`src/rtl/inv_qsn_pkg.sv`:
```
// Shared constants, payload types and ring-rotation helper for the inverse QSN pipe.
// Optional feature macro (consumed by inv_qsn_pipe_85b): INV_QSN_RANGE_CHK_EN.
package inv_qsn_pkg;

  localparam int unsigned CHECK_PARALLELISM     = 85;
  localparam int unsigned Z                     = CHECK_PARALLELISM;
  localparam int unsigned QUAN_SIZE             = 4;
  localparam int unsigned BITWIDTH_SHIFT_FACTOR = $clog2(CHECK_PARALLELISM - 1);
  localparam int unsigned TAG_WIDTH             = 8;

  // Shift bits [3:0] are handled in stage 1, the remaining bits in stage 2.
  localparam int unsigned LO_BITS = 4;
  localparam int unsigned HI_BITS = BITWIDTH_SHIFT_FACTOR - LO_BITS;

  // Ring rotation contributed by each shift bit: 2^b mod Z.
  localparam int unsigned ROT_AMT [BITWIDTH_SHIFT_FACTOR] = '{
    (1 << 0) % Z, (1 << 1) % Z, (1 << 2) % Z, (1 << 3) % Z,
    (1 << 4) % Z, (1 << 5) % Z, (1 << 6) % Z
  };

  typedef logic [Z-1:0]             plane_t;
  typedef plane_t [QUAN_SIZE-1:0]   planes_t;

  typedef struct packed {
    planes_t              planes;
    logic [HI_BITS-1:0]   shift_hi;
    logic [TAG_WIDTH-1:0] tag;
    logic                 err;
  } stage1_t;

  typedef struct packed {
    planes_t              planes;
    logic [TAG_WIDTH-1:0] tag;
    logic                 err;
  } stage2_t;

  // out[i] = x[(i + a) mod Z]: rotate toward index 0 around the Z-ring.
  function automatic plane_t rotr(input plane_t x, input int unsigned a);
    if (a == 0) return x;
    return (x >> a) | (x << (Z - a));
  endfunction

endpackage

```
`src/rtl/inv_qsn_pipe_85b_if.sv`:
```
// Stream interface of the inverse QSN pipe: input vector handshake and output vector handshake.
// master: the environment (drives in_*, out_ready); slave: the shifter block.
interface inv_qsn_pipe_85b_if;
  import inv_qsn_pkg::*;

  logic                             in_valid;
  logic                             in_ready;
  logic [Z-1:0]                     in_bit0;
  logic [Z-1:0]                     in_bit1;
  logic [Z-1:0]                     in_bit2;
  logic [Z-1:0]                     in_bit3;
  logic [BITWIDTH_SHIFT_FACTOR-1:0] in_shift;
  logic [TAG_WIDTH-1:0]             in_tag;

  logic                             out_valid;
  logic                             out_ready;
  logic [Z-1:0]                     out_bit0;
  logic [Z-1:0]                     out_bit1;
  logic [Z-1:0]                     out_bit2;
  logic [Z-1:0]                     out_bit3;
  logic [TAG_WIDTH-1:0]             out_tag;
  logic                             range_err;

  modport master (
    output in_valid, in_bit0, in_bit1, in_bit2, in_bit3, in_shift, in_tag, out_ready,
    input  in_ready, out_valid, out_bit0, out_bit1, out_bit2, out_bit3, out_tag, range_err
  );

  modport slave (
    input  in_valid, in_bit0, in_bit1, in_bit2, in_bit3, in_shift, in_tag, out_ready,
    output in_ready, out_valid, out_bit0, out_bit1, out_bit2, out_bit3, out_tag, range_err
  );

endinterface

```
`src/rtl/inv_qsn_rot_stage.sv`:
```
// Combinational ring rotation of all planes by the shift bits LO..HI (bit b rotates by 2^b mod Z).
// Ports: sel - shift bits LO..HI; din - input planes; dout_c - rotated planes.
module inv_qsn_rot_stage
  import inv_qsn_pkg::*;
#(
  parameter int unsigned LO = 0,
  parameter int unsigned HI = 3
) (
  input  logic [HI-LO:0] sel,
  input  planes_t        din,
  output planes_t        dout_c
);

  // Rotations compose additively mod Z, so each selected bit is applied in turn.
  always_comb begin
    dout_c = din;
    for (int unsigned b = LO; b <= HI; b++) begin
      if (sel[b-LO]) begin
        for (int k = 0; k < QUAN_SIZE; k++) begin
          dout_c[k] = rotr(dout_c[k], ROT_AMT[b]);
        end
      end
    end
  end

endmodule

```
`src/rtl/inv_qsn_pipe_85b.sv`:
```
// Two-stage pipelined inverse quasi-cyclic shifter: out_bitk[i] = in_bitk[(i + s) mod 85].
// Ports: sys_clk, rst (sync, active high); bus (slave) carries the valid/ready input and
// output vector streams, shift factor, side tag and range_err.
// Macro INV_QSN_RANGE_CHK_EN: when defined, s >= 85 yields zero planes with range_err=1;
// otherwise s >= 85 is folded to s - 85 and range_err stays 0.
module inv_qsn_pipe_85b
  import inv_qsn_pkg::*;
(
  input  logic                 sys_clk,
  input  logic                 rst,
  inv_qsn_pipe_85b_if.slave    bus
);

  localparam int unsigned SW = BITWIDTH_SHIFT_FACTOR;

  logic    v1, v2;
  logic    load1_c, load2_c;
  stage1_t s1;
  stage2_t s2;

  logic [SW-1:0] eff_c;
  logic          err_c;
  planes_t       in_planes_c, rot_lo_c, rot_hi_c;

  // Per-stage flow control: a stage loads when empty or when its contents move on.
  assign load2_c     = !v2 || bus.out_ready;
  assign load1_c     = !v1 || load2_c;
  assign bus.in_ready = load1_c;

  // Effective shift and out-of-range handling.
  always_comb begin
    in_planes_c = {bus.in_bit3, bus.in_bit2, bus.in_bit1, bus.in_bit0};
    eff_c       = bus.in_shift;
    err_c       = 1'b0;
    if (bus.in_shift >= SW'(Z)) begin
`ifdef INV_QSN_RANGE_CHK_EN
      in_planes_c = '0;
      eff_c       = '0;
      err_c       = 1'b1;
`else
      // s <= 127 < 2Z, so a single subtract lands in range.
      eff_c       = bus.in_shift - SW'(Z);
`endif
    end
  end

  inv_qsn_rot_stage #(.LO(0), .HI(LO_BITS - 1)) u_rot_lo (
    .sel    (eff_c[LO_BITS-1:0]),
    .din    (in_planes_c),
    .dout_c (rot_lo_c)
  );

  inv_qsn_rot_stage #(.LO(LO_BITS), .HI(SW - 1)) u_rot_hi (
    .sel    (s1.shift_hi),
    .din    (s1.planes),
    .dout_c (rot_hi_c)
  );

  // Pipeline registers; payload only updates when a valid vector moves in.
  always_ff @(posedge sys_clk) begin
    if (rst) begin
      v1 <= 1'b0;
      v2 <= 1'b0;
      s1 <= '0;
      s2 <= '0;
    end else begin
      if (load1_c) begin
        v1 <= bus.in_valid;
        if (bus.in_valid) begin
          s1.planes   <= rot_lo_c;
          s1.shift_hi <= eff_c[SW-1:LO_BITS];
          s1.tag      <= bus.in_tag;
          s1.err      <= err_c;
        end
      end
      if (load2_c) begin
        v2 <= v1;
        if (v1) begin
          s2.planes <= rot_hi_c;
          s2.tag    <= s1.tag;
          s2.err    <= s1.err;
        end
      end
    end
  end

  assign bus.out_valid = v2;
  assign bus.out_bit0  = s2.planes[0];
  assign bus.out_bit1  = s2.planes[1];
  assign bus.out_bit2  = s2.planes[2];
  assign bus.out_bit3  = s2.planes[3];
  assign bus.out_tag   = s2.tag;
  assign bus.range_err = s2.err;

endmodule

```
`src/flat_wrapper.sv`:
```
// flat-port wrapper written by rule: the top's interface ports become plain ports
module inv_qsn_pipe_85b_flat import inv_qsn_pkg::*;
  (sys_clk, rst, bus_in_valid, bus_in_bit0, bus_in_bit1, bus_in_bit2, bus_in_bit3, bus_in_shift, bus_in_tag, bus_out_ready, bus_in_ready, bus_out_valid, bus_out_bit0, bus_out_bit1, bus_out_bit2, bus_out_bit3, bus_out_tag, bus_range_err);
  inv_qsn_pipe_85b_if bus_i ();
  input  logic sys_clk;
  input  logic rst;
  input wire logic [$bits(bus_i.in_valid)-1:0] bus_in_valid;
  input wire logic [$bits(bus_i.in_bit0)-1:0] bus_in_bit0;
  input wire logic [$bits(bus_i.in_bit1)-1:0] bus_in_bit1;
  input wire logic [$bits(bus_i.in_bit2)-1:0] bus_in_bit2;
  input wire logic [$bits(bus_i.in_bit3)-1:0] bus_in_bit3;
  input wire logic [$bits(bus_i.in_shift)-1:0] bus_in_shift;
  input wire logic [$bits(bus_i.in_tag)-1:0] bus_in_tag;
  input wire logic [$bits(bus_i.out_ready)-1:0] bus_out_ready;
  output wire logic [$bits(bus_i.in_ready)-1:0] bus_in_ready;
  output wire logic [$bits(bus_i.out_valid)-1:0] bus_out_valid;
  output wire logic [$bits(bus_i.out_bit0)-1:0] bus_out_bit0;
  output wire logic [$bits(bus_i.out_bit1)-1:0] bus_out_bit1;
  output wire logic [$bits(bus_i.out_bit2)-1:0] bus_out_bit2;
  output wire logic [$bits(bus_i.out_bit3)-1:0] bus_out_bit3;
  output wire logic [$bits(bus_i.out_tag)-1:0] bus_out_tag;
  output wire logic [$bits(bus_i.range_err)-1:0] bus_range_err;
  assign bus_i.in_valid = bus_in_valid;
  assign bus_i.in_bit0 = bus_in_bit0;
  assign bus_i.in_bit1 = bus_in_bit1;
  assign bus_i.in_bit2 = bus_in_bit2;
  assign bus_i.in_bit3 = bus_in_bit3;
  assign bus_i.in_shift = bus_in_shift;
  assign bus_i.in_tag = bus_in_tag;
  assign bus_i.out_ready = bus_out_ready;
  assign bus_in_ready = bus_i.in_ready;
  assign bus_out_valid = bus_i.out_valid;
  assign bus_out_bit0 = bus_i.out_bit0;
  assign bus_out_bit1 = bus_i.out_bit1;
  assign bus_out_bit2 = bus_i.out_bit2;
  assign bus_out_bit3 = bus_i.out_bit3;
  assign bus_out_tag = bus_i.out_tag;
  assign bus_range_err = bus_i.range_err;
  inv_qsn_pipe_85b u_core (.sys_clk(sys_clk), .rst(rst), .bus(bus_i));
endmodule
```
`config.mk`:
```
export PLATFORM = sky130hd
export DESIGN_NAME = inv_qsn_pipe_85b_flat
export DESIGN_NICKNAME = d
export VERILOG_FILES = /design/src/rtl/inv_qsn_pkg.sv /design/src/rtl/inv_qsn_pipe_85b_if.sv /design/src/rtl/inv_qsn_rot_stage.sv /design/src/rtl/inv_qsn_pipe_85b.sv /design/src/flat_wrapper.sv
export SDC_FILE = /design/constraint.sdc
export NUM_CORES = 2
export LEC_CHECK = 0
export BUFFER_PORTS_ARGS = -buffer_cell sky130_fd_sc_hd__buf_2
export CAP_MARGIN = 20
export CELL_PAD_IN_SITES_DETAIL_PLACEMENT = 0
export CELL_PAD_IN_SITES_GLOBAL_PLACEMENT = 1
export CORE_ASPECT_RATIO = 1.2
export CORE_MARGIN = 2
export CORE_UTILIZATION = 48
export CTS_CLUSTER_SIZE = 20
export DETAILED_ROUTE_END_ITERATION = 8
export HOLD_SLACK_MARGIN = 0.05
export PLACE_DENSITY_LB_ADDON = 0.1
export SYNTH_ARGS = -nofsm -noshare
export SYNTH_HDL_FRONTEND = slang
export SYNTH_SLANG_ARGS = --single-unit
```
`constraint.sdc`:
```
create_clock -name sys_clk -period 10.6 [get_ports sys_clk]
set_clock_uncertainty 0.1 [all_clocks]
set_input_delay 1.06 -clock sys_clk [delete_from_list [all_inputs] [get_ports sys_clk]]
set_output_delay 1.06 -clock sys_clk [all_outputs]
set_load 0.01 [all_outputs]
```
==> impl_metrics.py <==
metrics = {
    "run_status": {
        "status": "complete, no violations",
    },
    "yosys": {
        "syn_inst": 7312,
        "synth.distinct_cells": 36,
        "synthesis.nets": 7673,
        "syn_avg_cell_area_sq_um": 8.04,
        "yosysTopAreaCell": "dfxtp_1",
        "yosys_warnings": 0,
        "synthTopCellsByArea": "dfxtp_1, mux2_2, mux4_2",
        "ys_ff_latch": 701,
        "synth_top_cell_area_share": 0.239,
        "yosysSeqAreaShare": 0.239,
        "synth_area_sq_mm": 0.0588,
    },
    "detailed_routing": {
        "firstDrtPassIters": 6,
        "vias": 59227,
        "wl_mm": 237,
        "ant_nets": 0,
        "vias_per_cell": 6.47,
        "post_drt_wl_per_cell_um": 25.9,
        "drt_iter0_markers": 6603,
        "drc": 0,
    },
    "layout": {
        "drive_above_1_share": 0.257,
        "finish.net_count": 7791,
        "layout_commonest_cell": "nor2_1",
        "final_cell_mix": "nor2_1, buf_2, dfxtp_1, a21oi_1, nor3_1",
        "area_growth_syn_to_layout_pct": 10.3,
    },
    "pwr": {
        "finalPower_mw": 9.44,
        "p_leak_nw": 25.4,
        "ir_worst_vdd_mv": 0.149,
        "power.density_mw_per_mm2": 145,
    },
    "die": {
        "die_h_um": 387,
        "core-area_sq_mm": 0.121,
        "rows": 140,
        "initial_utilization": 0.484,
        "die_w_um": 324,
        "die_area_sq_mm": 0.125,
        "io_pins": 710,
    },
    "placement": {
        "portBuffers": 708,
        "dp_hpwl_mm": 176,
        "routabilityCongestion": 1.02,
    },
    "clock_tree": {
        "clock-sinks": 701,
        "cts-buffers-inserted": 80,
        "htree_num_levels": 3,
        "cts_tree": "done",
        "cts_root_buf": "clkbuf_16",
        "cts.clk_slew.worst_paths_ps": 60,
        "cts_max_path_buffers": 3,
        "cts_hold_buffers": 0,
        "cts.repair.resized": 0,
        "clk-insertion-delay-late_ps": 690,
        "post-cts-setup-buffer-count": 0,
    },
    "flow_run": {
        "cap_violations": 0,
    },
    "setup_path": {
        "arrival_ps": 6080,
        "crit_fanout": 121,
        "required_ps": 11070,
        "worst-setup-path-type": "in2reg",
        "start_kind": "input port",
        "cp-end-kind": "flop",
        "reg2reg_depth": 5,
    },
    "sta": {
        "rsz0062_at_grt": "false",
        "setup_violations": 0,
        "clock.fmax_mhz": 178,
        "worstMarginPinSlew_ps": 1150,
        "slew_violations": 0,
        "finalHoldViolCount": 0,
        "period_needed_ps": 5610,
        "fin_setup_tns_ps": 0,
        "period_share": 0.529,
        "slew_headroom": 0.236,
    },
    "grt": {
        "grt_pass1_vias": 53839,
        "grt_usage": 0.362,
        "antenna_found_initial": 88,
        "grt_max_degree": 251,
        "grt_pass1_wl_mm": 349,
        "grt_remaining_overflow": 0,
    },
    "min_path": {
        "hold_depth": 2,
        "holdCritPathClass": "reg2reg",
    },
}
## final cells by class
| class | count | area [sq um] |
|---|---|---|
| Fill cell | 11908 | 56500 |
| Sequential cell | 701 | 14000 |
| Multi-Input combinational cell | 5883 | 41700 |
| Inverter | 3 | 26.3 |
| Timing Repair Buffer | 761 | 4210 |
| Clock buffer | 105 | 2260 |
| Tap cell | 1633 | 2040 |
| Clock inverter | 37 | 504 |
| Antenna cell | 35 | 87.6 |
## synthesized netlist by cell type
cell         n
nor3_1     682
a31o_2       1
a211o_1    340
nand3b_1     1
o211ai_1     2
mux4_2     340
dfxtp_1    701
buf_2      158
buf_6       23
or4_1        1
a21oi_1    685
ha_1         2
clkbuf_1   469
mux2i_1    397
o21ai_0    619
nand4b_1     1
buf_1       70
buf_4        4
inv_1        1
or2_2        1
a211oi_1   342
o211a_1      1
nor2b_1      4
inv_2        2
a31oi_1     16
xnor2_1      1
mux2_2     680
o21ai_1      1
nand2_1     52
nand3_1      2
nand2b_1     2
nor2_1    1707
xor2_1       1
clkbuf_2     1
conb_1       1
o21a_1       1
## worst max-delay path, cell delays in order
cell and delay [ps]:
buf_8 460, inv_8 370, ha_1 340, nor3_1 350
o211a_4 650, buf_4 780, buf_4 800, nor3_1 180
o21ai_0 410, a21oi_1 130, a211o_1 290
## state kept, by name (all words and copies together), names as in the netlist
signal,flops
u_core.bus.out_bit2,85
u_core.bus.out_bit3,85
u_core.bus.out_bit1,85
u_core.bus.out_tag,8
u_core.bus.out_bit0,85
u_core.s1,351
u_core.bus.out_valid,1
u_core.v1,1
## metrics by stage
step | hold WS [ps] | instance area (sq um) | instances | util | setup WS (ps)
4_1_cts | 352 | 64800 | 9123 | 0.534 | 5200
3_5_place_dp | 344 | 62000 | 8981 | 0.511 | 4480
6_report | 351 | 64900 | 9158 | 0.534 | 4990
2_1_floorplan | 332 | 58800 | 7312 | - | 6330
3_3_place_gp | 336 | 62000 | 8981 | 0.511 | 4500
5_1_grt | 370 | 64800 | 9144 | 0.534 | 4740
## cells by family after synthesis
group                      share of synthesized area
adders and majority gates                   0.000426
muxes                                          0.328
xor gates and xnor gates                    0.000298
and+or+nand+nor                                0.172
buffers and inverters                         0.0530
AOI/OAI and AO/OA                              0.208
DFF                                            0.239
other                                      0.0000638
## power by group
group	leakage [nW]	switching, mW	internal (mW)
registers	5.77	0.405	2.90
clock network	1.36	1.25	1.77
logic	18.3	1.85	1.27
## worst paths after layout
kind	startpoint	to	slack, ps
worst max-delay path	bus_in_shift[1]	u_core.s1[129]	4990
worst min-delay path	u_core.bus.out_tag[1]	u_core.bus.out_tag[1]	350
worst max register to register	u_core.s1[9]	u_core.bus.out_bit1[84]	6380
worst min register to register	u_core.bus.out_tag[1]	u_core.bus.out_tag[1]	350
## layer usage
layer	GRT usage	wire length (um)
met5	0	554
met4	0.151	10600
met3	0.0940	24200
met2	0.565	107000
met1	0.471	94500
(Power assumes the default switching activity.)
